### config.mk
export PLATFORM = sky130hd
export DESIGN_NAME = gene_network_stepper
export DESIGN_NICKNAME = d
export VERILOG_FILES = /design/src/rtl/gene_network_stepper.sv
export SDC_FILE = /design/constraint.sdc
export NUM_CORES = 1
export LEC_CHECK = 0
export CAP_MARGIN = 20
export CORE_ASPECT_RATIO = 1.75
export CORE_UTILIZATION = 40
export DETAILED_ROUTE_END_ITERATION = 6
export GPL_TIMING_DRIVEN = 0
export PLACE_DENSITY_LB_ADDON = 0.3
export SYNTH_ARGS = -nofsm -noshare
export SYNTH_HDL_FRONTEND = slang
export SYNTH_SLANG_ARGS = --single-unit
### constraint.sdc
create_clock -name clk -period 4.2 [get_ports clk]
set_input_delay 0.42 -clock clk [delete_from_list [all_inputs] [get_ports clk]]
set_output_delay 0.42 -clock clk [all_outputs]
set_load 0.1 [all_outputs]
### src/rtl/gene_network_stepper.sv
// gene_network_stepper
//   Boolean gene-regulatory-network update engine for an 8-gene network.
//   On an accepted start it loads init_val, waits one cycle so the downstream
//   fixed-point checker can register the new state, then applies
//   x <= F(x) once per clock until the checker reports a fixed point or the
//   step budget is used up.
//
// Ports
//   clk          in   clock, all state changes on posedge
//   rst          in   synchronous active-high reset
//   start        in   run request, accepted only in IDLE or DONE
//   init_val     in   initial gene state, sampled when start is accepted
//   fp_flag      in   fixed-point flag from the downstream checker
//   x            out  current gene state (registered)
//   init_val_chk out  run tag, +1 (mod 256) on every accepted start
//   busy         out  high in LOAD or RUN
//   done         out  high in DONE
//   fixed        out  last run ended on a qualified fp_flag
//   timeout      out  last run ended on the step budget
//   step_cnt     out  updates applied in the current/last run

// One gene's update rule: on if any activator is on and no inhibitor is on.
module gene_cell #(
    parameter logic [7:0] ACT = 8'h00,
    parameter logic [7:0] INH = 8'h00
) (
    input  logic [7:0] x,
    output logic       nxt
);
    assign nxt = (|(x & ACT)) & ~(|(x & INH));
endmodule

module gene_network_stepper #(
    parameter logic [63:0] ACT_MASK  = 64'h4020100804020180,
    parameter logic [63:0] INH_MASK  = 64'h0,
    parameter int          STEP_W    = 8,
    parameter int          MAX_STEPS = 255
) (
    input  logic              clk,
    input  logic              rst,
    input  logic              start,
    input  logic [7:0]        init_val,
    input  logic              fp_flag,
    output logic [7:0]        x,
    output logic [7:0]        init_val_chk,
    output logic              busy,
    output logic              done,
    output logic              fixed,
    output logic              timeout,
    output logic [STEP_W-1:0] step_cnt
);
    typedef enum logic [1:0] {IDLE, LOAD, RUN, DONE} state_t;

    state_t            state, state_n;
    logic [7:0]        f_x;
    logic [7:0]        x_n, tag_n;
    logic [STEP_W-1:0] cnt_n;
    logic              fixed_n, to_n;

    // Network function F: one cell per gene, masks sliced per byte.
    genvar g;
    generate
        for (g = 0; g < 8; g++) begin : g_gene
            gene_cell #(
                .ACT(ACT_MASK[8*g +: 8]),
                .INH(INH_MASK[8*g +: 8])
            ) u_cell (
                .x  (x),
                .nxt(f_x[g])
            );
        end
    endgenerate

    assign busy = (state == LOAD) || (state == RUN);
    assign done = (state == DONE);

    always_comb begin
        state_n = state;
        x_n     = x;
        tag_n   = init_val_chk;
        cnt_n   = step_cnt;
        fixed_n = fixed;
        to_n    = timeout;
        case (state)
            IDLE, DONE: begin
                if (start) begin
                    state_n = LOAD;
                    x_n     = init_val;
                    tag_n   = init_val_chk + 8'd1;
                    cnt_n   = '0;
                    fixed_n = 1'b0;
                    to_n    = 1'b0;
                end
            end
            LOAD: state_n = RUN;  // x held so the checker registers it
            RUN: begin
                // fp_flag before two updates still reflects the previous run.
                if (fp_flag && (step_cnt >= STEP_W'(2))) begin
                    state_n = DONE;
                    fixed_n = 1'b1;
                end else if (step_cnt == STEP_W'(MAX_STEPS)) begin
                    state_n = DONE;
                    to_n    = 1'b1;
                end else begin
                    x_n   = f_x;
                    cnt_n = step_cnt + STEP_W'(1);
                end
            end
            default: state_n = IDLE;
        endcase
    end

    always_ff @(posedge clk) begin
        if (rst) begin
            state        <= IDLE;
            x            <= '0;
            init_val_chk <= '0;
            step_cnt     <= '0;
            fixed        <= 1'b0;
            timeout      <= 1'b0;
        end else begin
            state        <= state_n;
            x            <= x_n;
            init_val_chk <= tag_n;
            step_cnt     <= cnt_n;
            fixed        <= fixed_n;
            timeout      <= to_n;
        end
    end
endmodule
==> impl_metrics.toml, run 1 <==
[timing]
fmax_mhz = 363
hold_slack_ns = 0.477
rsz0062_at_grt = "false"
period_share_pct = 65.6
finalSetupViolCount = 0
hold_viol_final = 0
fin_skew_ns = 0.00162
drv_slew = 0
period_minus_slack_ns = 2.75
setup_tns_ns = 0
slew_headroom_pct = 35.1
setup_ws_ns = 1.45
tightest_slew_ns = 0.970

[worst_setup_path]
crit_required_ns = 3.78
worstSetupPathType = "reg2out"
cp_max_fo = 5
cp-end-kind = "primary output"
worst_ep_arrival_time_ns = 2.33
start_kind = "register"

[synth]
synth_area_leaders = "dfxtp_1 37%, mux2_2 7.3%, nand2_1 6.6%, mux2i_1 6.5%, ha_1 4.9%"
syn_inst = 177
yosysTopAreaCellShare_pct = 36.6
synth_top_area_cell = "dfxtp_1"
yosysUniqueCellTypes = 34
ys_ff_latch = 28
synth_area_per_cell_sq_um = 8.66
yosysSeqAreaShare_pct = 36.6
synth_area_sq_mm = 0.00153
yosys_warnings = 0
synth_nets = 195

[cells_and_area]
drive_gt1_share_pct = 11.4
area_delta_synth_final_pct = 33.2
diodes = 0
final_area_sq_mm = 0.00204
num-nets-final = 238

[clock_tree]
holdBufCountCts = 0
cts_tree = "yes"
clkSinkCount = 28
clkTransAtPathRegs_ns = 0.10
clock-root-buffer = "clkbuf_8"
cts_htree_levels = 1
numCtsBuffers = 3
post_cts_buffers = 0
clkLatencyLatePin_ns = 0.28
post_cts_resized = 0
cts_buffer_depth = 2

[grt]
grt_pass1_wl_mm = 5.83
antenna_found_initial = 0
grt_usage_pct = 17.7
grt_pass1_vias = 1344
grt_max_degree = 17
overflow = 0

[pwr]
clockPowerShare_pct = 14.7
netSwitchingFraction_pct = 51.1
irDropWorstVdd_mv = 0.572
p_int_w = 0.000713
p_leak_nw = 0.776
combPwrFrac_pct = 60.0
net-switching-power_w = 0.000744
p_seq_share_pct = 25.3
p_per_area_mw_per_mm2 = 714

[outcome]
status = "complete, no violations"

[place]
post-place-ws_ns = 1.68
placed_area_sq_mm = 0.00197
port_buffers = 38
gp_congestion = 0.777
hpwl_mm = 2.55

[routing]
route.final.wire_length_mm = 3.37
via_per_inst = 5.26
postRouteAntennaNets = 0
vias = 1393
drc = 0
route.detailed.wl_per_inst_um = 12.7
dr.pass1.iters = 4
drt_iter0_markers = 17

[floorplan]
rows = 29
ios = 40
dieArea_sq_mm = 0.00409
core_sq_mm = 0.00363
fp.dieH_um = 83.9
start_util_pct = 42.2
die_width_um = 48.8

[hold_path]
holdCritPathClass = "reg2reg"

[run]
cap_violations = 0
power by group through the flow:
stage / clock (W) / combinational [W] / sequential, W
after floorplan: 0 / 0.000608 / 0.000465
after global placement: 0 / 0.000869 / 0.000375
after detailed placement: 0 / 0.000875 / 0.000373
after CTS: 0.000219 / 0.000878 / 0.000369
after global routing: 0.000231 / 0.000916 / 0.000376
final: 0.000214 / 0.000874 / 0.000369
cell families (layout without fill, tap and decap cells):
| kind of cell | Yosys count | after routing | share of synthesized area, % |
|---|---|---|---|
| mux | 20 | 20 | 13.9 |
| xor+xnor | 7 | 7 | 4.00 |
| compound gates | 26 | 26 | 11.2 |
| buf+inv | 24 | 66 | 8.49 |
| simple gates | 66 | 66 | 21.0 |
| flops | 28 | 28 | 36.6 |
| fa+ha+maj | 6 | 6 | 4.90 |
sequential cells by signal, summed over array words and instances, names as in the netlist:
name / count
step_cnt: 8
x: 8
timeout: 1
state: 2
fixed: 1
init_val_chk: 8
synthesized netlist by cell type (all sizes together):
master,instances
nand2,27
ha,6
dfxtp,28
buf,11
mux2,10
or3,2
and3,2
and3b,1
o21ai,4
mux2i,10
or4b,1
clkinv,1
o2111ai,1
o22a,1
nor2,14
o211ai,3
or4,7
xor2,6
nor4,2
a31oi,2
o21a,2
clkbuf,7
o31ai,4
nand4,6
and2,1
o22ai,1
o41ai,1
o311ai,1
inv,5
xnor2,1
a21oi,6
nand3,3
layer usage:
| metal | GRT usage [%] | share of wire, % | up-vias |
|---|---|---|---|
| met2 | 34.5 | 55 | 40 |
| met1 | 18.5 | 41 | 641 |
| li1 | - | - | 708 |
| met3 | 1.82 | 2.9 | 4 |
| met4 | 6.95 | 1.1 | 0 |
| met5 | 0 | 0 | - |
layout by cell type (no fill, tap or decap), types with 2 or more instances in the layout:
cell and instances:
o31ai_1 4, and3_1 2, nor2_1 14, ha_1 6, nand3_1 3, o21a_1 2
o21ai_0 4, inv_1 5, xor2_1 6, buf_4 8, nor4_1 2, mux2i_1 10
o211ai_1 3, or4_1 7, a31oi_1 2, clkbuf_8 3, clkdlybuf4s50_1 38, or3_1 2
mux2_2 10, a21oi_1 6, dfxtp_1 28, buf_2 2, clkbuf_1 7, nand4_1 6
nand2_1 27
worst max-delay path, stage by stage, from the launching register on:
cell,delay [ns]
dfxtp_1,0.37
inv_1,0.06
ha_1,0.35
inv_1,0.13
clkdlybuf4s50_1,1.14
cell type report:
class                           instances  area (sq um)
Inverter                                6          22.5
Clock inverter                          1          30.0
Timing Repair Buffer                   38           380
Tap cell                               46          57.6
Clock buffer                            3          41.3
Fill cell                             338          1590
Sequential cell                        28           561
Multi-Input combinational cell        125           842
Buffer                                 18           108
final timing paths:
check | startpoint | endpoint | slack (ns) | depth (start not counted)
worst max-delay path | state[0]$_SDFFE_PP0P_ | busy | 1.45 | 4
worst min-delay path | x[3]$_SDFFE_PP0P_ | x[3]$_SDFFE_PP0P_ | 0.48 | 2
worst max register to register | state[0]$_SDFFE_PP0P_ | x[5]$_SDFFE_PP0P_ | 1.76 | 8
worst min register to register | x[3]$_SDFFE_PP0P_ | x[3]$_SDFFE_PP0P_ | 0.48 | 2
per-stage QoR:
stage,std cells,power [W],utilization [%]
floorplan,177,0.00107,-
global placement,261,0.00124,54.3
detailed placement,261,0.00125,54.3
CTS,265,0.00147,56.3
global route,265,0.00152,56.3
finish,265,0.00146,56.3
Power figures use the tool's default switching activity.
==> run 2: changes to the inputs <==
==> constraint.sdc (replaced) <==
create_clock -name clk -period 2.3 [get_ports clk]
set_input_delay 0.23 -clock clk [delete_from_list [all_inputs] [get_ports clk]]
set_output_delay 0.23 -clock clk [all_outputs]
set_load 0.1 [all_outputs]
==> impl_metrics.toml, run 2 (synthesis results as in run 1) <==
[routing]
top_layer = "met4"
vias = 1390
dr.pass1.iters = 4
route.met2.wl_mm = 1.86
route.detailed.wl_per_inst_um = 12.8
drc = 0
route.final.wire_length_mm = 3.42
postRouteAntennaNets = 0
via_per_inst = 5.21
drt_iter0_markers = 12
wl_met1_mm = 1.42
met3_length_um = 103

[pwr]
irDropWorstVdd_mv = 1.03
p_per_area_mw_per_mm2 = 1280
combPwrFrac_pct = 60.3
net-switching-power_w = 0.00135
p_int_w = 0.00131
netSwitchingFraction_pct = 50.9
p_seq_share_pct = 25.1
clockPowerShare_pct = 14.6
p_leak_nw = 0.795

[cells_and_area]
drive_gt1_share_pct = 17.2
regArea_sq_um = 573
final_common_cell = "clkdlybuf4s50_1"
reg.largest.list = "init_val_chk: 8 flops, step_cnt: 8 flops, x: 8 flops"
diodes = 0
fin_cells = 267
num-nets-final = 240
area_delta_synth_final_pct = 35.8
mostFrequentLayoutCells = "37 x clkdlybuf4s50_1, 27 x nand2_1, 20 x dfxtp_1"
n_fill_cell = 346
multiInputGateArea_sq_um = 850

[worst_setup_path]
ff2ff_setup_slack_ns = 0.13
cp_num_buf_inv = 3
critPathTopFamily = "multiplexers"
cp-end-kind = "register"
crit_required_ns = 2.50
start_kind = "register"
cp_cell_sequence = "inv_1 -> ha_1 -> mux2_2 -> o21ai_0 -> buf_4 -> o22a_1 -> clkbuf_4 -> mux2i_1"
cp_max_fo = 10
r2r_end = "x[7]$_SDFFE_PP0P_"
timing.rr.start = "state[0]$_SDFFE_PP0P_"
crit_path_max_incr_delay_ns = 0.40
worst_ep_arrival_time_ns = 2.37
r2r_cells = 8
cp_slowest_cell = "mux2_2"
worstSetupPathType = "reg2reg"

[timing]
period_share_pct = 94.3
drv_slew = 0
fin_skew_ns = 0.00728
period_minus_slack_ns = 2.17
fmax_mhz = 461
finalSetupViolCount = 0
setup_tns_ns = 0
hold_viol_final = 0
tightest_slew_ns = 0.987
slew_headroom_pct = 34.0
hold_slack_ns = 0.434
rsz0062_at_grt = "false"

[place]
hpwl_mm = 2.52
gp_congestion = 0.828
dp_cells = 261
port_buffers = 38

[floorplan]
fp.dieH_um = 83.9
rows = 29
die_width_um = 48.8
start_util_pct = 42.2
core_sq_mm = 0.00363
dieArea_sq_mm = 0.00409
ios = 40

[grt]
grt_pass1_wl_mm = 5.96
grt_usage_pct = 18.2
antenna_found_initial = 0
grt_pass1_vias = 1352
overflow = 0
grt_max_degree = 17

[clock_tree]
cts_htree_levels = 1
clock-root-buffer = "clkbuf_8"
numCtsBuffers = 3
holdBufCountCts = 0
clkSinkCount = 28
cts_buffer_depth = 2
cts_tree = "yes"
clkTransAtPathRegs_ns = 0.10
clkLatencyLatePin_ns = 0.27

[run]
cap_violations = 0

[outcome]
status = "complete, no violations"

[hold_path]
min_path_cells = 3
holdCritPathClass = "in2reg"
min_to = "state[0]$_SDFFE_PP0P_"
min_from = "rst"
-- run 2: cell count changes in the layout (fill, tap and decap cells not counted), sizes merged --
cell,previous run,this run
clkbuf,10,12
buf,11,12
clkdlybuf4s50,38,37
-- run 2: metrics by stage --
| step | total power [W] | setup WS, ns | cell area, sq um | utilization [%] |
|---|---|---|---|---|
| 2_1_floorplan | 0.00196 | 0.00191 | 1550 | - |
| 6_report | 0.00266 | 0.132 | 2080 | 57.3 |
| 3_3_place_gp | 0.00227 | -0.0583 | 1980 | 54.7 |
| 5_1_grt | 0.00279 | 0.0105 | 2080 | 57.3 |
| 4_1_cts | 0.00266 | 0.0156 | 2050 | 56.6 |
| 3_5_place_dp | 0.00228 | -0.0815 | 1980 | 54.7 |
-- run 2: cell type report --
class                   instances  area share (%)
flip-flops and latches         28            27.5
inverters                       6            1.08
plain buffers                  18            5.59
clock inverters                 1            1.44
repair buffers                 40            18.8
well taps                      46            2.77
clock buffers                   3            1.98
multi-input cells             125            40.8
-- run 2: what timing repair did --
action | CTS | global route
endpoints found under the setup margin | 9 | 11
gates resized for setup | 2 | 8
endpoints found under the hold margin | 0 | 0
pin swaps | 0 | 1
setup buffers | 0 | 2
-- run 2: per-layer routing --
layer	vias to the layer above	GRT usage (%)
li1	711	-
met1	643	19.8
met2	34	34.8
met3	2	2.00
met4	0	6.68
met5	-	0
-- run 2: worst min-delay path, delay by kind of cell --
kind	cells	cell delay, ns
buffers and inverters	1	0.19
multiplexers	1	0.14
AND/OR/NAND/NOR	1	0.13
-- run 2: power groups by stage --
| stage | Combinational, W | Sequential (W) | Clock, W |
|---|---|---|---|
| after global routing | 0.00168 | 0.000685 | 0.000420 |
| after global placement | 0.00159 | 0.000684 | 0 |
| final | 0.00160 | 0.000668 | 0.000387 |
| after CTS | 0.00159 | 0.000674 | 0.000396 |
| after detailed placement | 0.00160 | 0.000681 | 0 |
| after floorplan | 0.00111 | 0.000850 | 0 |
-- run 2: how the worst max path moves through the flow --
stage	from	end	slack (ns)	depth (start not counted)
after CTS	state[0]$_SDFFE_PP0P_	x[7]$_SDFFE_PP0P_	0.02	8
after global placement	state[0]$_SDFFE_PP0P_	x[0]$_SDFFE_PP0P_	-0.06	8
after global routing	state[0]$_SDFFE_PP0P_	x[3]$_SDFFE_PP0P_	0.01	9
after detailed placement	state[0]$_SDFFE_PP0P_	x[7]$_SDFFE_PP0P_	-0.08	8
final	state[0]$_SDFFE_PP0P_	x[7]$_SDFFE_PP0P_	0.13	8
after floorplan	step_cnt[0]$_SDFFE_PP0P_	step_cnt[7]$_SDFFE_PP0P_	0.002	8
